**config.mk**
```make
export PLATFORM = sky130hd
export DESIGN_NAME = rx_acq_ctrl_flat
export DESIGN_NICKNAME = d
export VERILOG_FILES = /design/src/rtl/rx_acq_ctrl_if.sv /design/src/rtl/rx_acq_ctrl.sv /design/src/flat_wrapper.sv
export SDC_FILE = /design/constraint.sdc
export NUM_CORES = 1
export LEC_CHECK = 0
export CAP_MARGIN = 20
export CORE_UTILIZATION = 53
export CTS_BUF_LIST = sky130_fd_sc_hd__clkbuf_8
export DETAILED_ROUTE_END_ITERATION = 10
export HOLD_SLACK_MARGIN = 0.02
export PLACE_DENSITY = 0.92
export SLEW_MARGIN = 0
export SYNTH_ARGS = -nofsm -noshare
export SYNTH_HDL_FRONTEND = slang
export SYNTH_SLANG_ARGS = --single-unit
export TNS_END_PERCENT = 100
```
**constraint.sdc**
```tcl
create_clock -name clk_32M768 -period 4.5 [get_ports clk_32M768]
set_input_delay 0.9 -clock clk_32M768 [delete_from_list [all_inputs] [get_ports clk_32M768]]
set_output_delay 0.9 -clock clk_32M768 [all_outputs]
set_load 0.01 [all_outputs]
```
**src/rtl/rx_acq_ctrl_if.sv**
```systemverilog
// Recovered-symbol stream seen by the acquisition controller.
//   ce_1M       : one-cycle strobe marking a recovered symbol
//   costas_err  : signed carrier-phase error, valid on ce_1M
//   gardner_err : signed symbol-timing error, valid on ce_1M
//   frame_last  : depacketizer end-of-frame pulse
// master: symbol source (demodulator / depacketizer side)
// slave : rx_acq_ctrl
interface rx_acq_ctrl_if #(
  parameter int ERR_W = 16
);
  logic                    ce_1M;
  logic signed [ERR_W-1:0] costas_err;
  logic signed [ERR_W-1:0] gardner_err;
  logic                    frame_last;

  modport master (
    output ce_1M,
    output costas_err,
    output gardner_err,
    output frame_last
  );

  modport slave (
    input ce_1M,
    input costas_err,
    input gardner_err,
    input frame_last
  );
endinterface

```
**src/rtl/rx_acq_ctrl.sv**
```systemverilog
// Receiver acquisition controller: resets the Costas/Gardner loops, waits for
// them to settle, qualifies lock from the loop error magnitudes, tracks loss of
// lock and drains the depacketizer before forcing a relock.
//
// Ports
//   clk_32M768  : sole clock
//   rst_32M768  : asynchronous active-high reset
//   start       : level enable, low returns to IDLE
//   sym         : symbol stream (ce_1M, costas_err, gardner_err, frame_last)
//   lock_thresh : unsigned error-magnitude threshold for a good symbol
//   settle_len  : symbols to wait after loop reset
//   lock_len    : consecutive good symbols to declare lock (0 acts as 1)
//   lost_len    : consecutive bad symbols to declare loss (0 acts as 1)
//   shift_acq   : loop gain shift used while acquiring
//   shift_trk   : loop gain shift used while tracking
//   loop_rst    : loop reset, high for 16 cycles per relock
//   depkt_en    : depacketizer enable (LOCKED, DRAIN)
//   locked      : lock indication (LOCKED only)
//   loop_shift  : registered loop gain shift
//   state       : IDLE=0 LRST=1 SETTLE=2 ACQUIRE=3 LOCKED=4 DRAIN=5
//   relock_cnt  : saturating relock counter, cleared only by reset
//
// Build option: define RX_ACQ_GEARSHIFT_EN to switch loop_shift between
// shift_acq (acquisition states) and shift_trk (LOCKED/DRAIN). Without it
// loop_shift is always shift_trk outside reset.
module rx_acq_ctrl #(
  parameter int ERR_W       = 16,
  parameter int TIMEOUT_SYM = 1024
) (
  input  logic             clk_32M768,
  input  logic             rst_32M768,
  input  logic             start,
  rx_acq_ctrl_if.slave     sym,
  input  logic [ERR_W-2:0] lock_thresh,
  input  logic [15:0]      settle_len,
  input  logic [7:0]       lock_len,
  input  logic [7:0]       lost_len,
  input  logic [3:0]       shift_acq,
  input  logic [3:0]       shift_trk,
  output logic             loop_rst,
  output logic             depkt_en,
  output logic             locked,
  output logic [3:0]       loop_shift,
  output logic [2:0]       state,
  output logic [7:0]       relock_cnt
);

  typedef enum logic [2:0] {
    IDLE    = 3'd0,
    LRST    = 3'd1,
    SETTLE  = 3'd2,
    ACQUIRE = 3'd3,
    LOCKED  = 3'd4,
    DRAIN   = 3'd5
  } state_t;

  localparam logic [16:0] TIMEOUT_LIM = 17'(TIMEOUT_SYM);
  localparam logic [16:0] DRAIN_LIM   = 17'd64;

  // |x| with the most-negative code clamped so it still fits ERR_W-1 bits.
  function automatic logic [ERR_W-2:0] sat_abs(input logic signed [ERR_W-1:0] x);
    logic signed [ERR_W-1:0] neg;
    if (x[ERR_W-1] && (x[ERR_W-2:0] == '0)) begin
      sat_abs = '1;
    end else if (x[ERR_W-1]) begin
      neg     = -x;
      sat_abs = neg[ERR_W-2:0];
    end else begin
      sat_abs = x[ERR_W-2:0];
    end
  endfunction

  state_t      state_q, state_nxt;
  logic [3:0]  lrst_cnt, lrst_nxt;
  logic [15:0] sym_cnt, sym_nxt;
  logic [7:0]  run_cnt, run_nxt;
  logic        relock_inc;

  logic        good;
  logic [7:0]  lock_tgt, lost_tgt;
  logic [16:0] sym_inc;
  logic [8:0]  run_inc;

  assign good     = (sat_abs(sym.costas_err) <= lock_thresh) &&
                    (sat_abs(sym.gardner_err) <= lock_thresh);
  assign lock_tgt = (lock_len == 8'd0) ? 8'd1 : lock_len;
  assign lost_tgt = (lost_len == 8'd0) ? 8'd1 : lost_len;
  assign sym_inc  = {1'b0, sym_cnt} + 17'd1;
  assign run_inc  = {1'b0, run_cnt} + 9'd1;
  assign state    = state_q;

  // Every state change clears all counters, so a strobe that triggers an exit
  // is never counted in the state being entered.
  always_comb begin
    state_nxt  = state_q;
    lrst_nxt   = lrst_cnt;
    sym_nxt    = sym_cnt;
    run_nxt    = run_cnt;
    relock_inc = 1'b0;

    if (!start) begin
      state_nxt = IDLE;
      lrst_nxt  = '0;
      sym_nxt   = '0;
      run_nxt   = '0;
    end else begin
      case (state_q)
        IDLE: begin
          state_nxt = LRST;
          lrst_nxt  = '0;
          sym_nxt   = '0;
          run_nxt   = '0;
        end
        LRST: begin
          if (lrst_cnt == 4'd15) begin
            state_nxt = SETTLE;
            lrst_nxt  = '0;
          end else begin
            lrst_nxt = lrst_cnt + 4'd1;
          end
        end
        SETTLE: begin
          if (sym.ce_1M) begin
            if (sym_inc >= {1'b0, settle_len}) begin
              state_nxt = ACQUIRE;
              sym_nxt   = '0;
              run_nxt   = '0;
            end else begin
              sym_nxt = sym_inc[15:0];
            end
          end
        end
        ACQUIRE: begin
          if (sym.ce_1M) begin
            // A locking symbol wins over a timeout landing on the same strobe.
            if (good && (run_inc >= {1'b0, lock_tgt})) begin
              state_nxt = LOCKED;
              sym_nxt   = '0;
              run_nxt   = '0;
            end else if (sym_inc >= TIMEOUT_LIM) begin
              state_nxt  = LRST;
              sym_nxt    = '0;
              run_nxt    = '0;
              lrst_nxt   = '0;
              relock_inc = 1'b1;
            end else begin
              sym_nxt = sym_inc[15:0];
              run_nxt = good ? run_inc[7:0] : 8'd0;
            end
          end
        end
        LOCKED: begin
          if (sym.ce_1M) begin
            if (good) begin
              run_nxt = '0;
            end else if (run_inc >= {1'b0, lost_tgt}) begin
              state_nxt = DRAIN;
              sym_nxt   = '0;
              run_nxt   = '0;
            end else begin
              run_nxt = run_inc[7:0];
            end
          end
        end
        DRAIN: begin
          if (sym.frame_last || (sym.ce_1M && (sym_inc >= DRAIN_LIM))) begin
            state_nxt  = LRST;
            sym_nxt    = '0;
            run_nxt    = '0;
            lrst_nxt   = '0;
            relock_inc = 1'b1;
          end else if (sym.ce_1M) begin
            sym_nxt = sym_inc[15:0];
          end
        end
        default: begin
          state_nxt = IDLE;
          lrst_nxt  = '0;
          sym_nxt   = '0;
          run_nxt   = '0;
        end
      endcase
    end
  end

  // State, counters and outputs all register from the next-state decode so the
  // outputs line up with the state code.
  always_ff @(posedge clk_32M768 or posedge rst_32M768) begin
    if (rst_32M768) begin
      state_q    <= IDLE;
      lrst_cnt   <= '0;
      sym_cnt    <= '0;
      run_cnt    <= '0;
      relock_cnt <= '0;
      loop_rst   <= 1'b1;
      depkt_en   <= 1'b0;
      locked     <= 1'b0;
      loop_shift <= '0;
    end else begin
      state_q  <= state_nxt;
      lrst_cnt <= lrst_nxt;
      sym_cnt  <= sym_nxt;
      run_cnt  <= run_nxt;
      if (relock_inc && (relock_cnt != 8'hFF)) begin
        relock_cnt <= relock_cnt + 8'd1;
      end
      loop_rst <= (state_nxt == LRST);
      depkt_en <= (state_nxt == LOCKED) || (state_nxt == DRAIN);
      locked   <= (state_nxt == LOCKED);
`ifdef RX_ACQ_GEARSHIFT_EN
      loop_shift <= ((state_nxt == LOCKED) || (state_nxt == DRAIN)) ? shift_trk : shift_acq;
`else
      loop_shift <= shift_trk;
`endif
    end
  end

endmodule
```
**src/flat_wrapper.sv**
```systemverilog
// flat-port wrapper written by rule: the top's interface ports become plain ports
module rx_acq_ctrl_flat 
#(
  parameter int ERR_W       = 16,
  parameter int TIMEOUT_SYM = 1024
)
  (clk_32M768, rst_32M768, start, lock_thresh, settle_len, lock_len, lost_len, shift_acq, shift_trk, loop_rst, depkt_en, locked, loop_shift, state, relock_cnt, sym_ce_1M, sym_costas_err, sym_gardner_err, sym_frame_last);
  rx_acq_ctrl_if #(.ERR_W(ERR_W)) sym_i ();
  input  logic clk_32M768;
  input  logic rst_32M768;
  input  logic start;
  input  logic [ERR_W-2:0] lock_thresh;
  input  logic [15:0] settle_len;
  input  logic [7:0] lock_len;
  input  logic [7:0] lost_len;
  input  logic [3:0] shift_acq;
  input  logic [3:0] shift_trk;
  output logic loop_rst;
  output logic depkt_en;
  output logic locked;
  output logic [3:0] loop_shift;
  output logic [2:0] state;
  output logic [7:0] relock_cnt;
  input wire logic [$bits(sym_i.ce_1M)-1:0] sym_ce_1M;
  input wire logic [$bits(sym_i.costas_err)-1:0] sym_costas_err;
  input wire logic [$bits(sym_i.gardner_err)-1:0] sym_gardner_err;
  input wire logic [$bits(sym_i.frame_last)-1:0] sym_frame_last;
  assign sym_i.ce_1M = sym_ce_1M;
  assign sym_i.costas_err = sym_costas_err;
  assign sym_i.gardner_err = sym_gardner_err;
  assign sym_i.frame_last = sym_frame_last;
  rx_acq_ctrl #(.ERR_W(ERR_W), .TIMEOUT_SYM(TIMEOUT_SYM)) u_core (.clk_32M768(clk_32M768), .rst_32M768(rst_32M768), .start(start), .sym(sym_i), .lock_thresh(lock_thresh), .settle_len(settle_len), .lock_len(lock_len), .lost_len(lost_len), .shift_acq(shift_acq), .shift_trk(shift_trk), .loop_rst(loop_rst), .depkt_en(depkt_en), .locked(locked), .loop_shift(loop_shift), .state(state), .relock_cnt(relock_cnt));
endmodule
```
==> impl_results.html, run 1 <==
<table>
<tr><th>Metric</th><th>Value</th></tr>
<tr><th colspan="2">Run status</th></tr>
<tr><td>Run status</td><td>finished, violations left</td></tr>
<tr><td>Violations in the final reports</td><td>DRC, setup timing</td></tr>
<tr><th colspan="2">Detailed routing</th></tr>
<tr><td>Antenna-violating nets left</td><td>0</td></tr>
<tr><td>Number of search-and-repair iterations in the first detailed-routing pass</td><td>8</td></tr>
<tr><td>Post-route DRC violation count</td><td>6</td></tr>
<tr><td>Post-detailed-routing wire length</td><td>19.8 mm</td></tr>
<tr><td>Via count</td><td>about 6000</td></tr>
<tr><td>Number of vias per cell</td><td>6.62</td></tr>
<tr><td>Iter 0 DRT Violations</td><td>450</td></tr>
<tr><td>DR WL/cell</td><td>between 20 and 25 microns</td></tr>
<tr><th colspan="2">STA</th></tr>
<tr><td>Final-layout setup total negative slack</td><td>-19.45 ns</td></tr>
<tr><td>Highest achievable clock rate</td><td>0.198 GHz</td></tr>
<tr><td>Worst Slack Setup Final</td><td>-0.553 ns</td></tr>
<tr><td>Final count of pins violating max slew</td><td>0</td></tr>
<tr><td>Headroom to the max-slew limit</td><td>14.4%</td></tr>
<tr><td>Slew at the pin with the worst max-slew slack</td><td>about 1.3 ns</td></tr>
<tr><td>RSZ-0062 raised after global routing</td><td>true</td></tr>
<tr><td>Min Clock Period, post-route</td><td>roughly 5 ns</td></tr>
<tr><td>Worst setup skew after layout</td><td>0.0145 ns</td></tr>
<tr><td>Final hold violations</td><td>0</td></tr>
<tr><td>Final Setup Violations</td><td>42</td></tr>
<tr><td>Worst hold slack</td><td>a little over 0.5 ns</td></tr>
<tr><td>Final period util</td><td>112%</td></tr>
<tr><th colspan="2">Synth</th></tr>
<tr><td>Distinct cell type count after synthesis</td><td>67</td></tr>
<tr><td>Xor and xnor fraction of the mapped netlist area</td><td>7.63%</td></tr>
<tr><td>Adder-cell share of the synthesized area</td><td>17.5%</td></tr>
<tr><td>Most area-hungry cell type in the Yosys netlist</td><td>sky130_fd_sc_hd__dfrtp_1</td></tr>
<tr><td>Synthesized-area fraction occupied by and/or/nand/nor cells</td><td>24.6%</td></tr>
<tr><td>Cell count after synthesis</td><td>between 600 and 700</td></tr>
<tr><td>Synth Net Count</td><td>slightly below 800</td></tr>
<tr><td>Synth Area in Compound Gates</td><td>20.2%</td></tr>
<tr><td>Share of cell area taken by muxes after synthesis</td><td>approximately 1.3%</td></tr>
<tr><td>Share of the synthesized area in the top cell type</td><td>22.8%</td></tr>
<tr><td>Cells taking the most area after synthesis</td><td>sky130_fd_sc_hd__dfrtp_1 23%, sky130_fd_sc_hd__ha_1 17%, sky130_fd_sc_hd__nand2_1 6.5%, sky130_fd_sc_hd__xor2_1 4.6%, sky130_fd_sc_hd__inv_1 4.5%</td></tr>
<tr><td>Netlist area before placement</td><td>4930 sq um</td></tr>
<tr><td>#FFs+latches synth</td><td>46</td></tr>
<tr><td>Most instantiated flip-flop cell in the synthesis netlist</td><td>sky130_fd_sc_hd__dfrtp_1</td></tr>
<tr><td>Dominant combinational cell family by area after synthesis</td><td>simple AND/OR/NAND/NOR gates</td></tr>
<tr><td>Async set or reset register ratio after synthesis</td><td>100%</td></tr>
<tr><td>Yosys warnings</td><td>0</td></tr>
<tr><td>Sequential cell area fraction in the yosys report</td><td>23.4%</td></tr>
<tr><td>Synthesized area per cell</td><td>8.05 sq um</td></tr>
<tr><td>Number of enable flip-flop cells after synthesis</td><td>0</td></tr>
<tr><th colspan="2">Global route</th></tr>
<tr><td>First-pass GRT wire length</td><td>28.3 mm</td></tr>
<tr><td>Remaining Overflow, GRT</td><td>0</td></tr>
<tr><td>Number of global-route vias before repair</td><td>6098</td></tr>
<tr><td>Overall routing resource usage</td><td>a little over a third</td></tr>
<tr><td>Number of antenna violations at the first check in global routing</td><td>0</td></tr>
<tr><td>Pin count of the biggest net entering global routing</td><td>30</td></tr>
<tr><th colspan="2">Clocking</th></tr>
<tr><td>Clk Tree Root Cell</td><td>sky130_fd_sc_hd__clkbuf_8</td></tr>
<tr><td>Register clock-pin slew on the reported worst setup and hold paths</td><td>about 0.09 ns</td></tr>
<tr><td>CTS HTree Levels</td><td>2</td></tr>
<tr><td>Number of buffers between clock root and the deepest sink</td><td>2</td></tr>
<tr><td>Cts-stage hold buffer count</td><td>0</td></tr>
<tr><td>Inserted Clock Buffers</td><td>5</td></tr>
<tr><td>Number of sinks handled by clock tree synthesis</td><td>46</td></tr>
<tr><td>Clock tree from TritonCTS</td><td>done</td></tr>
<tr><td>Clock network latency to the later pin of the worst-skew pair</td><td>between 0.3 and 0.4 ns</td></tr>
<tr><th colspan="2">Floorplan</th></tr>
<tr><td>Core box area</td><td>just under 9000 sq um</td></tr>
<tr><td>Number of standard-cell rows in the floorplan</td><td>34</td></tr>
<tr><td>Die Wd</td><td>approximately 98 microns</td></tr>
<tr><td>Die outline area</td><td>9700 sq um</td></tr>
<tr><td>Boundary Pins</td><td>110</td></tr>
<tr><td>Die Span Y</td><td>98.5 microns</td></tr>
<tr><td>Initial standard-cell utilization of the core</td><td>55.8%</td></tr>
<tr><th colspan="2">Cells and area</th></tr>
<tr><td>Number of nets at the end of the flow</td><td>967</td></tr>
<tr><td>Most frequent standard cell in the layout excluding fill and tap cells</td><td>sky130_fd_sc_hd__clkdlybuf4s50_1</td></tr>
<tr><td>Final cell area excluding filler cells</td><td>7610 sq um</td></tr>
<tr><td>Layout Area Growth over Synthesis</td><td>54.2%</td></tr>
<tr><td>Non-filler cells, final</td><td>915</td></tr>
<tr><td>Most frequent cells in the layout</td><td>94 x sky130_fd_sc_hd__clkdlybuf4s50_1, 75 x sky130_fd_sc_hd__nand2_1, 72 x sky130_fd_sc_hd__buf_4</td></tr>
<tr><td>Diodes inserted</td><td>0</td></tr>
<tr><td>Share of final-layout standard cells stronger than drive strength 1</td><td>between 20% and 30%</td></tr>
<tr><th colspan="2">Worst setup path</th></tr>
<tr><td>Data required time at the worst endpoint</td><td>4.70 ns</td></tr>
<tr><td>WS Path Type</td><td>input pin to flip-flop</td></tr>
<tr><td>Crit. End Element</td><td>flip-flop</td></tr>
<tr><td>Crit path launch type</td><td>input pin</td></tr>
<tr><td>Highest net fanout along the worst path</td><td>9</td></tr>
<tr><td>Worst path arrival time</td><td>5.25 ns</td></tr>
<tr><th colspan="2">Placement</th></tr>
<tr><td>Port Buffer Count</td><td>roughly 110</td></tr>
<tr><td>GP Congestion</td><td>between 0.8 and 0.9</td></tr>
<tr><td>Placed Instance Area</td><td>6680 sq um</td></tr>
<tr><td>Placed Cells incl. Taps</td><td>873</td></tr>
<tr><td>DP HPWL</td><td>11.2 mm</td></tr>
<tr><td>Worst slack at placement</td><td>-1.26 ns</td></tr>
<tr><th colspan="2">Power</th></tr>
<tr><td>Power density cells</td><td>around 160 nW/um^2</td></tr>
<tr><td>Portion of total power attributed to sequential cells</td><td>34.4%</td></tr>
<tr><td>Part of the total power dissipated in combinational logic</td><td>39.3%</td></tr>
<tr><td>Total leakage power</td><td>roughly 3.6 nW</td></tr>
<tr><td>Switching share of power</td><td>between 30% and 40%</td></tr>
<tr><td>Clock power share</td><td>26.3%</td></tr>
<tr><td>Internal power</td><td>0.819 mW</td></tr>
<tr><td>Peak supply drop</td><td>0.134 mV</td></tr>
<tr><td>Switching power</td><td>approximately 0.4 mW</td></tr>
<tr><th colspan="2">Job</th></tr>
<tr><td>Max-capacitance violation count</td><td>0</td></tr>
<tr><th colspan="2">Min path</th></tr>
<tr><td>HP Class</td><td>flip-flop to flip-flop</td></tr>
</table>
-- worst max-delay path, stage by stage --
cell and delay, ns:
sky130_fd_sc_hd__dlygate4sd2_1 0.33, sky130_fd_sc_hd__or3_4 0.40, sky130_fd_sc_hd__or3_4 0.41, sky130_fd_sc_hd__or3_4 0.40, sky130_fd_sc_hd__or3b_4 0.49, sky130_fd_sc_hd__and2_1 0.20, sky130_fd_sc_hd__ha_1 0.22, sky130_fd_sc_hd__nand3b_1 0.24
sky130_fd_sc_hd__a211oi_2 0.27, sky130_fd_sc_hd__a2111o_1 0.18, sky130_fd_sc_hd__o2bb2ai_4 0.15, sky130_fd_sc_hd__buf_6 0.13, sky130_fd_sc_hd__nor2_4 0.04, sky130_fd_sc_hd__buf_4 0.13, sky130_fd_sc_hd__buf_6 0.11, sky130_fd_sc_hd__o221a_4 0.25
sky130_fd_sc_hd__buf_12 0.15, sky130_fd_sc_hd__a22o_1 0.23
-- cells in the mapped netlist, types with 3 or more instances --
cell                       count
sky130_fd_sc_hd__ha_1         69
sky130_fd_sc_hd__o21a_1        4
sky130_fd_sc_hd__inv_1        59
sky130_fd_sc_hd__o22ai_1       3
sky130_fd_sc_hd__o21ai_1       6
sky130_fd_sc_hd__nor4_1        5
sky130_fd_sc_hd__a211oi_1      7
sky130_fd_sc_hd__and3_1        4
sky130_fd_sc_hd__nor2b_1       5
sky130_fd_sc_hd__xor2_1       26
sky130_fd_sc_hd__nor3_1       12
sky130_fd_sc_hd__dfrtp_1      45
sky130_fd_sc_hd__o31ai_1      13
sky130_fd_sc_hd__a311oi_1      3
sky130_fd_sc_hd__a41oi_1       3
sky130_fd_sc_hd__o21ai_0      22
sky130_fd_sc_hd__nand2b_1     11
sky130_fd_sc_hd__xnor2_1      17
sky130_fd_sc_hd__a22o_1        8
sky130_fd_sc_hd__or2_2         5
sky130_fd_sc_hd__a21oi_1      30
sky130_fd_sc_hd__nand2_1      85
sky130_fd_sc_hd__a31oi_1       6
sky130_fd_sc_hd__nand3_1      34
sky130_fd_sc_hd__or3_1        16
sky130_fd_sc_hd__nor2_1       29
sky130_fd_sc_hd__a21o_1       10
sky130_fd_sc_hd__and2_1        6
sky130_fd_sc_hd__nand4_1      13
sky130_fd_sc_hd__clkbuf_1      9
-- registers in the layout (all words and copies together), names as in the netlist --
signal,cells
u_core.depkt_en,1
u_core.locked,1
u_core.loop_rst,1
u_core.loop_shift,4
u_core.lrst_cnt,4
u_core.relock_cnt,8
u_core.run_cnt,8
u_core.state,3
u_core.sym_cnt,16
-- power groups by stage --
stage	sequential [mW]	combinational, mW	clock (mW)
after floorplan	0.429	0.176	0
after global placement	0.429	0.330	0
after detailed placement	0.429	0.353	0
after CTS	0.421	0.401	0.322
after global routing	0.422	0.500	0.338
final	0.421	0.481	0.322
-- through the flow --
step                      util, %  total power [mW]
final                        86.0              1.22
after global routing         86.0              1.26
after CTS                    82.2              1.14
after detailed placement     75.5             0.782
after global placement       75.5             0.758
after floorplan                 -             0.606
-- routing by layer --
| metal | up-vias | part of all wire [%] | track usage, % | routed length, microns |
|---|---|---|---|---|
| met1 | 2786 | 34 | 39.7 | 6660 |
| li1 | 2605 | - | - | - |
| met3 | 169 | 10 | 7.16 | 2040 |
| met5 | - | 0 | 0 | 0 |
| met4 | 0 | 7.9 | 20.8 | 1560 |
| met2 | 498 | 48 | 64.5 | 9550 |
-- worst paths after layout --
path | from | cells past startpoint | slack [ns] | end
setup / recovery | sym_gardner_err[4] | 18 | -0.55 | u_core.sym_cnt[9]$_DFFE_PP0P_
hold / removal | u_core.relock_cnt[7]$_DFFE_PP0P_ | 1 | 0.52 | u_core.relock_cnt[7]$_DFFE_PP0P_
min in group asynchronous | rst_32M768 | 2 | 0.90 | u_core.sym_cnt[13]$_DFFE_PP0P_
hold reg to reg | u_core.relock_cnt[7]$_DFFE_PP0P_ | 1 | 0.52 | u_core.relock_cnt[7]$_DFFE_PP0P_
max in group asynchronous | rst_32M768 | 3 | 2.80 | u_core.loop_rst$_DFF_PP1_
setup reg to reg | u_core.sym_cnt[0]$_DFFE_PP0P_ | 13 | 0.18 | u_core.run_cnt[6]$_DFFE_PP0P_
-- final cells by class --
class                   count  area [sq um]
fillers                   412          1240
clock inverters             3          43.8
clock buffers               5          68.8
flip-flops and latches     46          1150
multi-input cells         498          4140
inverters                  59           239
well taps                 108           135
repair buffers            196          1830
-- what timing repair did --
item / 4_1_cts / 5_1_grt
pin swaps: 48 / 42
gates resized for setup: 95 / 49
endpoints found under the setup margin: 42 / 42
cloned: 1 / 1
buffers inserted: 19 / 16
hold endpoints to repair: 0 / 0
-- cell families after synthesis --
family | Yosys count
and+or+nand+nor | 241
muxes | 5
AOI/OAI and AO/OA | 139
xor gates and xnor gates | 43
adders and majority gates | 69
buffers and inverters | 70
DFF | 46
(Power assumes the default switching activity.)
==> run 2, diff against run 1 <==
--- a/config.mk
+++ b/config.mk
@@ -5,12 +5,13 @@
 export SDC_FILE = /design/constraint.sdc
 export NUM_CORES = 1
 export LEC_CHECK = 0
+export ABC_AREA = 1
 export CAP_MARGIN = 20
-export CORE_UTILIZATION = 53
+export CORE_UTILIZATION = 55
 export CTS_BUF_LIST = sky130_fd_sc_hd__clkbuf_8
 export DETAILED_ROUTE_END_ITERATION = 10
 export HOLD_SLACK_MARGIN = 0.02
-export PLACE_DENSITY = 0.92
+export PLACE_DENSITY = 0.93
 export SLEW_MARGIN = 0
 export SYNTH_ARGS = -nofsm -noshare
 export SYNTH_HDL_FRONTEND = slang
==> impl_results.html, run 2 <==
<table>
<tr><th>Metric</th><th>Value</th></tr>
<tr><th colspan="2">Synth</th></tr>
<tr><td>Number of enable flip-flop cells after synthesis</td><td>0</td></tr>
<tr><td>Cells taking the most area after synthesis</td><td>sky130_fd_sc_hd__dfrtp_1 20%, sky130_fd_sc_hd__nand2_1 17%, sky130_fd_sc_hd__ha_1 15%, sky130_fd_sc_hd__inv_1 9.3%, sky130_fd_sc_hd__nand3_1 5.5%</td></tr>
<tr><td>Share of the synthesized area in the top cell type</td><td>20.0%</td></tr>
<tr><td>Async set or reset register ratio after synthesis</td><td>100%</td></tr>
<tr><td>#FFs+latches synth</td><td>46</td></tr>
<tr><td>Synth Net Count</td><td>1026</td></tr>
<tr><td>Netlist area before placement</td><td>5630 sq um</td></tr>
<tr><td>Synthesized-area fraction occupied by and/or/nand/nor cells</td><td>40.9%</td></tr>
<tr><td>Distinct cell type count after synthesis</td><td>47</td></tr>
<tr><td>Yosys warnings</td><td>0</td></tr>
<tr><td>Share of cell area taken by muxes after synthesis</td><td>0%</td></tr>
<tr><td>Sequential cell area fraction in the yosys report</td><td>roughly a fifth</td></tr>
<tr><td>Dominant combinational cell family by area after synthesis</td><td>simple AND/OR/NAND/NOR gates</td></tr>
<tr><td>Synth top cells by count</td><td>257 x sky130_fd_sc_hd__nand2_1, 140 x sky130_fd_sc_hd__inv_1, 72 x sky130_fd_sc_hd__nor2_1, 69 x sky130_fd_sc_hd__ha_1, 62 x sky130_fd_sc_hd__nand3_1</td></tr>
<tr><td>Most instantiated library cell after synthesis</td><td>sky130_fd_sc_hd__nand2_1</td></tr>
<tr><td>Synthesized area per cell</td><td>6.50 sq um</td></tr>
<tr><td>Adder-cell share of the synthesized area</td><td>15.3%</td></tr>
<tr><td>Synth Area in Compound Gates</td><td>7.78%</td></tr>
<tr><td>Most instantiated flip-flop cell in the synthesis netlist</td><td>sky130_fd_sc_hd__dfrtp_1</td></tr>
<tr><td>Xor and xnor fraction of the mapped netlist area</td><td>4.67%</td></tr>
<tr><td>Cell count after synthesis</td><td>865</td></tr>
<tr><td>Most area-hungry cell type in the Yosys netlist</td><td>sky130_fd_sc_hd__dfrtp_1</td></tr>
<tr><th colspan="2">Cells and area</th></tr>
<tr><td>Most frequent cells in the layout</td><td>257 x sky130_fd_sc_hd__nand2_1, 140 x sky130_fd_sc_hd__inv_1, 105 x sky130_fd_sc_hd__clkdlybuf4s50_1</td></tr>
<tr><td>Top flop regs</td><td>u_core.sym_cnt: 16 flops, u_core.relock_cnt: 8 flops, u_core.run_cnt: 8 flops</td></tr>
<tr><td>Share of final-layout standard cells stronger than drive strength 1</td><td>slightly below 9%</td></tr>
<tr><td>Most frequent standard cell in the layout excluding fill and tap cells</td><td>sky130_fd_sc_hd__nand2_1</td></tr>
<tr><td>Non-filler cells, final</td><td>~1100</td></tr>
<tr><td>Diodes inserted</td><td>0</td></tr>
<tr><td>Layout Area Growth over Synthesis</td><td>25.6%</td></tr>
<tr><td>Reg with most FFs</td><td>u_core.sym_cnt</td></tr>
<tr><td>Number of nets at the end of the flow</td><td>1146</td></tr>
<tr><td>Number of flip-flops under the largest register name</td><td>16</td></tr>
<tr><th colspan="2">Worst setup path</th></tr>
<tr><td>Worst R2R Path Depth</td><td>17</td></tr>
<tr><td>WS Path Type</td><td>input pin to flip-flop</td></tr>
<tr><td>Slowest CP cell</td><td>sky130_fd_sc_hd__clkdlybuf4s50_1</td></tr>
<tr><td>Reg2Reg Setup Slack</td><td>1.14 ns</td></tr>
<tr><td>Depth of the critical timing path with buffers and inverters included</td><td>22</td></tr>
<tr><td>Reg-to-reg critical path endpoint</td><td>u_core.run_cnt[4]$_DFFE_PP0P_</td></tr>
<tr><td>Cell repeated most along the worst path</td><td>sky130_fd_sc_hd__nand2_1</td></tr>
<tr><td>Startpoint of the most critical setup path</td><td>sym_gardner_err[2]</td></tr>
<tr><td>Worst path arrival time</td><td>about 4.4 ns</td></tr>
<tr><td>Crit path launch type</td><td>input pin</td></tr>
<tr><td>Crit. End Element</td><td>flip-flop</td></tr>
<tr><td>Longest individual stage delay on the worst path</td><td>~0.49 ns</td></tr>
<tr><td>CP bufs+invs</td><td>4</td></tr>
<tr><td>Data required time at the worst endpoint</td><td>around 4.7 ns</td></tr>
<tr><td>Gate family responsible for the most delay along the worst path</td><td>simple AND/OR/NAND/NOR gates</td></tr>
<tr><td>Critical register-to-register path startpoint</td><td>u_core.sym_cnt[0]$_DFFE_PP0P_</td></tr>
<tr><td>Critical path endpoint</td><td>u_core.sym_cnt[0]$_DFFE_PP0P_</td></tr>
<tr><td>Highest net fanout along the worst path</td><td>15</td></tr>
<tr><td>Ordered cell list for the critical path</td><td>clkdlybuf4s50_1 -&gt; nor3_2 -&gt; nor3b_1 -&gt; inv_1 -&gt; or3_1 -&gt; o21ai_0 -&gt; buf_4 -&gt; o211ai_1 -&gt; nand3_1 -&gt; ha_1 -&gt; nand2_1 -&gt; inv_1 -&gt; nand2_1 -&gt; nand2_1 -&gt; a21oi_1 -&gt; nand2_1 -&gt; nand2_1 -&gt; nand3_2 -&gt; nand4_2 -&gt; nand3_4 -&gt; nand3b_1 -&gt; nand2_1</td></tr>
<tr><th colspan="2">Power</th></tr>
<tr><td>Power density cells</td><td>about 150 nW/um^2</td></tr>
<tr><td>Switching share of power</td><td>29.6%</td></tr>
<tr><td>Part of the total power dissipated in combinational logic</td><td>30.3%</td></tr>
<tr><td>Switching power</td><td>0.310 mW</td></tr>
<tr><td>Total Power</td><td>1.05 mW</td></tr>
<tr><td>Total leakage power</td><td>3.85 nW</td></tr>
<tr><td>Internal power</td><td>0.738 mW</td></tr>
<tr><td>Portion of total power attributed to sequential cells</td><td>40.0%</td></tr>
<tr><td>Clock power share</td><td>between 20% and 30%</td></tr>
<tr><td>Peak supply drop</td><td>0.114 mV</td></tr>
<tr><th colspan="2">Placement</th></tr>
<tr><td>DP HPWL</td><td>10.7 mm</td></tr>
<tr><td>Port Buffer Count</td><td>105</td></tr>
<tr><td>GP Congestion</td><td>0.984</td></tr>
<tr><td>Placed Cells incl. Taps</td><td>1110</td></tr>
<tr><td>Worst slack at placement</td><td>-0.138 ns</td></tr>
<tr><th colspan="2">Detailed routing</th></tr>
<tr><td>Post-detailed-routing wire length</td><td>13.2 mm</td></tr>
<tr><td>Iter 0 DRT Violations</td><td>262</td></tr>
<tr><td>Number of vias per cell</td><td>5.18</td></tr>
<tr><td>Antenna-violating nets left</td><td>0</td></tr>
<tr><td>Post-route DRC violation count</td><td>0</td></tr>
<tr><td>Number of search-and-repair iterations in the first detailed-routing pass</td><td>5</td></tr>
<tr><td>DR WL/cell</td><td>~12 microns</td></tr>
<tr><td>Via count</td><td>5792</td></tr>
<tr><th colspan="2">Global route</th></tr>
<tr><td>Number of global-route vias before repair</td><td>5444</td></tr>
<tr><td>Pin count of the biggest net entering global routing</td><td>between 40 and 50</td></tr>
<tr><td>Remaining Overflow, GRT</td><td>0</td></tr>
<tr><td>Overall routing resource usage</td><td>26.5%</td></tr>
<tr><td>First-pass GRT wire length</td><td>around 23 mm</td></tr>
<tr><td>Number of antenna violations at the first check in global routing</td><td>0</td></tr>
<tr><th colspan="2">STA</th></tr>
<tr><td>Final hold violations</td><td>0</td></tr>
<tr><td>Headroom to the max-slew limit</td><td>36.3%</td></tr>
<tr><td>Worst Slack Setup Final</td><td>0.255 ns</td></tr>
<tr><td>Final period util</td><td>around 94%</td></tr>
<tr><td>Final Setup Violations</td><td>0</td></tr>
<tr><td>Highest achievable clock rate</td><td>about 0.24 GHz</td></tr>
<tr><td>Final count of pins violating max slew</td><td>0</td></tr>
<tr><td>Worst hold slack</td><td>0.529 ns</td></tr>
<tr><td>Worst setup skew after layout</td><td>0.00849 ns</td></tr>
<tr><td>Min Clock Period, post-route</td><td>4.25 ns</td></tr>
<tr><td>Slew at the pin with the worst max-slew slack</td><td>0.955 ns</td></tr>
<tr><th colspan="2">Clocking</th></tr>
<tr><td>Clock network latency to the later pin of the worst-skew pair</td><td>approximately 0.31 ns</td></tr>
<tr><td>CTS HTree Levels</td><td>2</td></tr>
<tr><td>Register clock-pin slew on the reported worst setup and hold paths</td><td>0.09 ns</td></tr>
<tr><td>Number of buffers between clock root and the deepest sink</td><td>2</td></tr>
<tr><td>Clk Tree Root Cell</td><td>sky130_fd_sc_hd__clkbuf_8</td></tr>
<tr><td>Clock tree from TritonCTS</td><td>done</td></tr>
<tr><td>Number of sinks handled by clock tree synthesis</td><td>46</td></tr>
<tr><td>Inserted Clock Buffers</td><td>5</td></tr>
<tr><td>Cts-stage hold buffer count</td><td>0</td></tr>
<tr><th colspan="2">Floorplan</th></tr>
<tr><td>Core box area</td><td>9860 sq um</td></tr>
<tr><td>Boundary Pins</td><td>110</td></tr>
<tr><td>Die Span Y</td><td>103 microns</td></tr>
<tr><td>Initial standard-cell utilization of the core</td><td>57.0%</td></tr>
<tr><td>Number of standard-cell rows in the floorplan</td><td>36</td></tr>
<tr><td>Die outline area</td><td>10600 sq um</td></tr>
<tr><td>Die Wd</td><td>103 microns</td></tr>
<tr><th colspan="2">Run status</th></tr>
<tr><td>Run status</td><td>finished, final reports clean</td></tr>
<tr><th colspan="2">Min path</th></tr>
<tr><td>Hold Path Origin</td><td>u_core.lrst_cnt[1]$_DFFE_PP0P_</td></tr>
<tr><td>HP Class</td><td>flip-flop to flip-flop</td></tr>
<tr><th colspan="2">Job</th></tr>
<tr><td>Max-capacitance violation count</td><td>0</td></tr>
</table>
## run 2: cell types whose count changed after synthesis, sizes merged, moves of 8 or more
cell and change:
nand3 +44, nand2 +178, nand2b -12, inv +84, o31ai -11, nor2 +56
a22o -8, nand4 +15, or3 -15, xor2 -8
## run 2: cell families after synthesis
group | count (synthesis)
flops | 46
buf+inv | 154
xor+xnor | 30
fa+ha+maj | 69
compound gates | 73
simple gates | 493
## run 2: layout make-up
class | instances | area (sq um)
fill | 773 | 2800
inverter | 144 | 541
clock buffer | 5 | 68.8
clock inverter | 3 | 41.3
sequential | 46 | 1150
tap | 133 | 166
timing repair buffer | 123 | 1200
multi-input combinational | 665 | 3900
## run 2: how the worst min path moves through the flow
stage                                          end  slack (ns)  cells after the start
detailed placement  u_core.lrst_cnt[1]$_DFFE_PP0P_        0.50                      2
CTS                 u_core.lrst_cnt[1]$_DFFE_PP0P_        0.52                      2
global route        u_core.lrst_cnt[3]$_DFFE_PP0P_        0.56                      2
floorplan           u_core.lrst_cnt[1]$_DFFE_PP0P_        0.47                      2
global placement    u_core.lrst_cnt[1]$_DFFE_PP0P_        0.49                      2
finish              u_core.lrst_cnt[1]$_DFFE_PP0P_        0.53                      2
## run 2: power groups by stage
stage | clock [mW] | sequential [mW] | combinational, mW
floorplan | 0 | 0.429 | 0.175
global placement | 0 | 0.428 | 0.306
detailed placement | 0 | 0.428 | 0.315
CTS | 0.315 | 0.420 | 0.317
global route | 0.330 | 0.421 | 0.362
finish | 0.310 | 0.420 | 0.318
## run 2: metrics by stage
| step | setup TNS [ns] | instance area, sq um | utilization [%] |
|---|---|---|---|
| floorplan | 0 | 5630 | - |
| global placement | -0.439 | 6920 | 70.1 |
| detailed placement | -3.02 | 6920 | 70.1 |
| CTS | 0 | 7030 | 71.2 |
| global route | -0.0707 | 7060 | 71.6 |
| finish | 0 | 7060 | 71.6 |
## run 2: routing by layer
| layer | wire length [microns] | up-vias | track usage (%) |
|---|---|---|---|
| met5 | 0 | - | 0 |
| met4 | 381 | 0 | 9.64 |
| met3 | 657 | 32 | 3.39 |
| met2 | 6330 | 174 | 48.7 |
| met1 | 5790 | 2553 | 31.6 |
| li1 | - | 3033 | - |
## run 2: timing repair
action | in CTS | in global routing
resized for setup | 0 | 8
setup endpoints to repair | 0 | 39
setup buffers | 0 | 1
## run 2: worst register-to-register path: stages (launching register included)
cell and delay (ns):
sky130_fd_sc_hd__dfrtp_1 0.46, sky130_fd_sc_hd__ha_1 0.22, sky130_fd_sc_hd__nand2_2 0.09, sky130_fd_sc_hd__nor2_1 0.29
sky130_fd_sc_hd__nand4_1 0.14, sky130_fd_sc_hd__nand2_1 0.10, sky130_fd_sc_hd__inv_1 0.11, sky130_fd_sc_hd__ha_1 0.33
sky130_fd_sc_hd__nand2_1 0.07, sky130_fd_sc_hd__nor3_1 0.19, sky130_fd_sc_hd__nand4_1 0.26, sky130_fd_sc_hd__nor2_1 0.22
sky130_fd_sc_hd__nor2_1 0.09, sky130_fd_sc_hd__nand3_1 0.10, sky130_fd_sc_hd__nor2_1 0.05, sky130_fd_sc_hd__nand2_1 0.12
sky130_fd_sc_hd__nand3_4 0.19, sky130_fd_sc_hd__o21ai_0 0.24
==> run 3, diff against run 2 <==
--- a/config.mk
+++ b/config.mk
@@ -7,6 +7,7 @@
 export LEC_CHECK = 0
 export ABC_AREA = 1
 export CAP_MARGIN = 20
+export CORE_ASPECT_RATIO = 2
 export CORE_UTILIZATION = 55
 export CTS_BUF_LIST = sky130_fd_sc_hd__clkbuf_8
 export DETAILED_ROUTE_END_ITERATION = 10
==> impl_results.html, run 3 (same netlist as run 2, synthesis figures left out) <==
<table>
<tr><th>Metric</th><th>Value</th></tr>
<tr><th colspan="2">Clocking</th></tr>
<tr><td>Clock network latency to the later pin of the worst-skew pair</td><td>around 0.31 ns</td></tr>
<tr><td>Number of setup buffers added after CTS</td><td>0</td></tr>
<tr><td>Number of sinks handled by clock tree synthesis</td><td>46</td></tr>
<tr><td>Clk Tree Root Cell</td><td>sky130_fd_sc_hd__clkbuf_8</td></tr>
<tr><td>CTS HTree Levels</td><td>2</td></tr>
<tr><td>Register clock-pin slew on the reported worst setup and hold paths</td><td>~0.09 ns</td></tr>
<tr><td>Clock tree from TritonCTS</td><td>done</td></tr>
<tr><td>Number of buffers between clock root and the deepest sink</td><td>2</td></tr>
<tr><td>Inserted Clock Buffers</td><td>5</td></tr>
<tr><th colspan="2">Power</th></tr>
<tr><td>Power density cells</td><td>152 nW/um^2</td></tr>
<tr><td>Total Power</td><td>1.07 mW</td></tr>
<tr><td>Total leakage power</td><td>3.87 nW</td></tr>
<tr><td>Peak supply drop</td><td>0.161 mV</td></tr>
<tr><th colspan="2">STA</th></tr>
<tr><td>Final Setup Violations</td><td>0</td></tr>
<tr><td>Highest achievable clock rate</td><td>0.239 GHz</td></tr>
<tr><td>RSZ-0062 raised after global routing</td><td>false</td></tr>
<tr><td>Final hold violations</td><td>0</td></tr>
<tr><td>Slew at the pin with the worst max-slew slack</td><td>0.826 ns</td></tr>
<tr><td>Headroom to the max-slew limit</td><td>between 40% and 50%</td></tr>
<tr><td>Final count of pins violating max slew</td><td>0</td></tr>
<tr><td>Final period util</td><td>93.2%</td></tr>
<tr><td>Worst setup skew after layout</td><td>around 0.013 ns</td></tr>
<tr><td>Min Clock Period, post-route</td><td>4.19 ns</td></tr>
<tr><th colspan="2">Global route</th></tr>
<tr><td>Met3 Resource Use GR</td><td>4.03%</td></tr>
<tr><td>Global routing's busiest layer</td><td>met2</td></tr>
<tr><td>First-pass GRT wire length</td><td>~25 mm</td></tr>
<tr><td>Number of antenna violations at the first check in global routing</td><td>0</td></tr>
<tr><td>GR Layer Usage met1</td><td>26.3%</td></tr>
<tr><td>Number of global-route vias before repair</td><td>between 6000 and 7000</td></tr>
<tr><td>Grt met2 use</td><td>57.2%</td></tr>
<tr><td>Pin count of the biggest net entering global routing</td><td>47</td></tr>
<tr><td>Overall routing resource usage</td><td>29.8%</td></tr>
<tr><td>Remaining Overflow, GRT</td><td>0</td></tr>
<tr><th colspan="2">Placement</th></tr>
<tr><td>GP Congestion</td><td>~0.96</td></tr>
<tr><td>Port Buffer Count</td><td>between 100 and 150</td></tr>
<tr><td>Placed Instance Area</td><td>just under 7000 sq um</td></tr>
<tr><td>DP HPWL</td><td>12.4 mm</td></tr>
<tr><th colspan="2">Cells and area</th></tr>
<tr><td>Filler cells</td><td>around 810</td></tr>
<tr><td>Top flop regs</td><td>u_core.sym_cnt: 16 flops, u_core.relock_cnt: 8 flops, u_core.run_cnt: 8 flops</td></tr>
<tr><td>Most frequent cells in the layout</td><td>257 x sky130_fd_sc_hd__nand2_1, 140 x sky130_fd_sc_hd__inv_1, 105 x sky130_fd_sc_hd__clkdlybuf4s50_1</td></tr>
<tr><td>Most frequent standard cell in the layout excluding fill and tap cells</td><td>sky130_fd_sc_hd__nand2_1</td></tr>
<tr><td>Layout Area Growth over Synthesis</td><td>25.9%</td></tr>
<tr><td>Number of nets at the end of the flow</td><td>roughly 1100</td></tr>
<tr><td>Final cell area excluding filler cells</td><td>7090 sq um</td></tr>
<tr><td>Share of final-layout standard cells stronger than drive strength 1</td><td>under 10%</td></tr>
<tr><td>Diodes inserted</td><td>0</td></tr>
<tr><td>Reg with most FFs</td><td>u_core.sym_cnt</td></tr>
<tr><td>Number of flip-flops under the largest register name</td><td>16</td></tr>
<tr><td>Final Util</td><td>72.1%</td></tr>
<tr><th colspan="2">Worst setup path</th></tr>
<tr><td>Reg2Reg Setup Slack</td><td>1.27 ns</td></tr>
<tr><td>Crit. End Element</td><td>flip-flop</td></tr>
<tr><td>Worst path arrival time</td><td>4.38 ns</td></tr>
<tr><td>Startpoint of the most critical setup path</td><td>sym_gardner_err[0]</td></tr>
<tr><td>Cell repeated most along the worst path</td><td>sky130_fd_sc_hd__nand2_1</td></tr>
<tr><td>WS Path Type</td><td>input pin to flip-flop</td></tr>
<tr><td>Data required time at the worst endpoint</td><td>4.69 ns</td></tr>
<tr><td>Critical register-to-register path startpoint</td><td>u_core.sym_cnt[0]$_DFFE_PP0P_</td></tr>
<tr><td>Reg-to-reg critical path endpoint</td><td>u_core.run_cnt[4]$_DFFE_PP0P_</td></tr>
<tr><td>Slowest CP cell</td><td>sky130_fd_sc_hd__clkdlybuf4s50_1</td></tr>
<tr><td>Critical path endpoint</td><td>u_core.sym_cnt[12]$_DFFE_PP0P_</td></tr>
<tr><td>Crit path launch type</td><td>input pin</td></tr>
<tr><td>Worst R2R Path Depth</td><td>20</td></tr>
<tr><td>Longest individual stage delay on the worst path</td><td>0.44 ns</td></tr>
<tr><td>Highest net fanout along the worst path</td><td>17</td></tr>
<tr><th colspan="2">Run status</th></tr>
<tr><td>Run status</td><td>finished, final reports clean</td></tr>
<tr><th colspan="2">Job</th></tr>
<tr><td>Max-capacitance violation count</td><td>0</td></tr>
<tr><th colspan="2">Min path</th></tr>
<tr><td>HP Class</td><td>flip-flop to flip-flop</td></tr>
<tr><th colspan="2">Detailed routing</th></tr>
<tr><td>Post-route DRC violation count</td><td>0</td></tr>
<tr><td>Antenna-violating nets left</td><td>0</td></tr>
<tr><td>DR WL/cell</td><td>13.5 microns</td></tr>
<tr><td>Iter 0 DRT Violations</td><td>approximately 260</td></tr>
<tr><td>Number of vias per cell</td><td>5.41</td></tr>
<tr><td>Number of search-and-repair iterations in the first detailed-routing pass</td><td>5</td></tr>
<tr><td>Via count</td><td>6046</td></tr>
<tr><td>Post-detailed-routing wire length</td><td>15.1 mm</td></tr>
<tr><th colspan="2">Floorplan</th></tr>
<tr><td>Die outline area</td><td>approximately 11000 sq um</td></tr>
<tr><td>Die Span Y</td><td>145 microns</td></tr>
<tr><td>Number of standard-cell rows in the floorplan</td><td>between 50 and 60</td></tr>
<tr><td>Boundary Pins</td><td>110</td></tr>
<tr><td>Initial standard-cell utilization of the core</td><td>between 50% and 60%</td></tr>
<tr><td>Die Wd</td><td>73.5 microns</td></tr>
<tr><td>Core box area</td><td>9830 sq um</td></tr>
</table>
## run 3: timing repair
action	in CTS	in global routing
endpoints found under the setup margin	0	37
hold buffers	0	0
resized for setup	0	11
## run 3: through the flow
stage,hold WS [ns],setup slack (ns),setup TNS (ns),std cells
global placement,0.490,-0.0161,-0.0329,1108
floorplan,0.468,0.627,0,865
global route,0.565,0.0369,0,1117
detailed placement,0.509,-0.116,-2.59,1108
finish,0.527,0.308,0,1117
CTS,0.530,0.178,0,1116
## run 3: area by class of cell
type	instances	area (sq um)	area share, %
clock buffer	6	82.6	1.17
timing repair buffer	122	1200	17.0
sequential	46	1150	16.3
tap	132	165	2.33
inverter	144	541	7.63
multi-input combinational	665	3910	55.1
clock inverter	2	33.8	0.477
## run 3: power by group
group          internal (mW)  switching (mW)
clock network          0.179           0.147
registers              0.417         0.00299
logic                  0.160           0.169
## run 3: how the worst min path moves through the flow
| stage | start | depth (start not counted) | to | slack (ns) |
|---|---|---|---|---|
| after floorplan | u_core.lrst_cnt[1]$_DFFE_PP0P_ | 2 | u_core.lrst_cnt[1]$_DFFE_PP0P_ | 0.47 |
| after global placement | u_core.lrst_cnt[1]$_DFFE_PP0P_ | 2 | u_core.lrst_cnt[1]$_DFFE_PP0P_ | 0.49 |
| after detailed placement | u_core.lrst_cnt[1]$_DFFE_PP0P_ | 2 | u_core.lrst_cnt[1]$_DFFE_PP0P_ | 0.51 |
| after CTS | u_core.lrst_cnt[1]$_DFFE_PP0P_ | 2 | u_core.lrst_cnt[1]$_DFFE_PP0P_ | 0.53 |
| after global routing | u_core.lrst_cnt[3]$_DFFE_PP0P_ | 2 | u_core.lrst_cnt[3]$_DFFE_PP0P_ | 0.56 |
| final | u_core.lrst_cnt[1]$_DFFE_PP0P_ | 2 | u_core.lrst_cnt[1]$_DFFE_PP0P_ | 0.53 |
## run 3: routing by layer
layer	part of all wire (%)	vias to the layer above
met2	56	196
met5	0	-
met3	3.3	72
met4	6.6	0
li1	-	3028
met1	34	2750
## run 3: worst max-delay path, delay by kind of cell
kind | cells | cell delay (ns)
AND/OR/NAND/NOR | 19 | 1.92
buffers and inverters | 5 | 1.02
adder cells (fa/ha/maj) | 2 | 0.42
AO/OA/AOI/OAI | 1 | 0.13
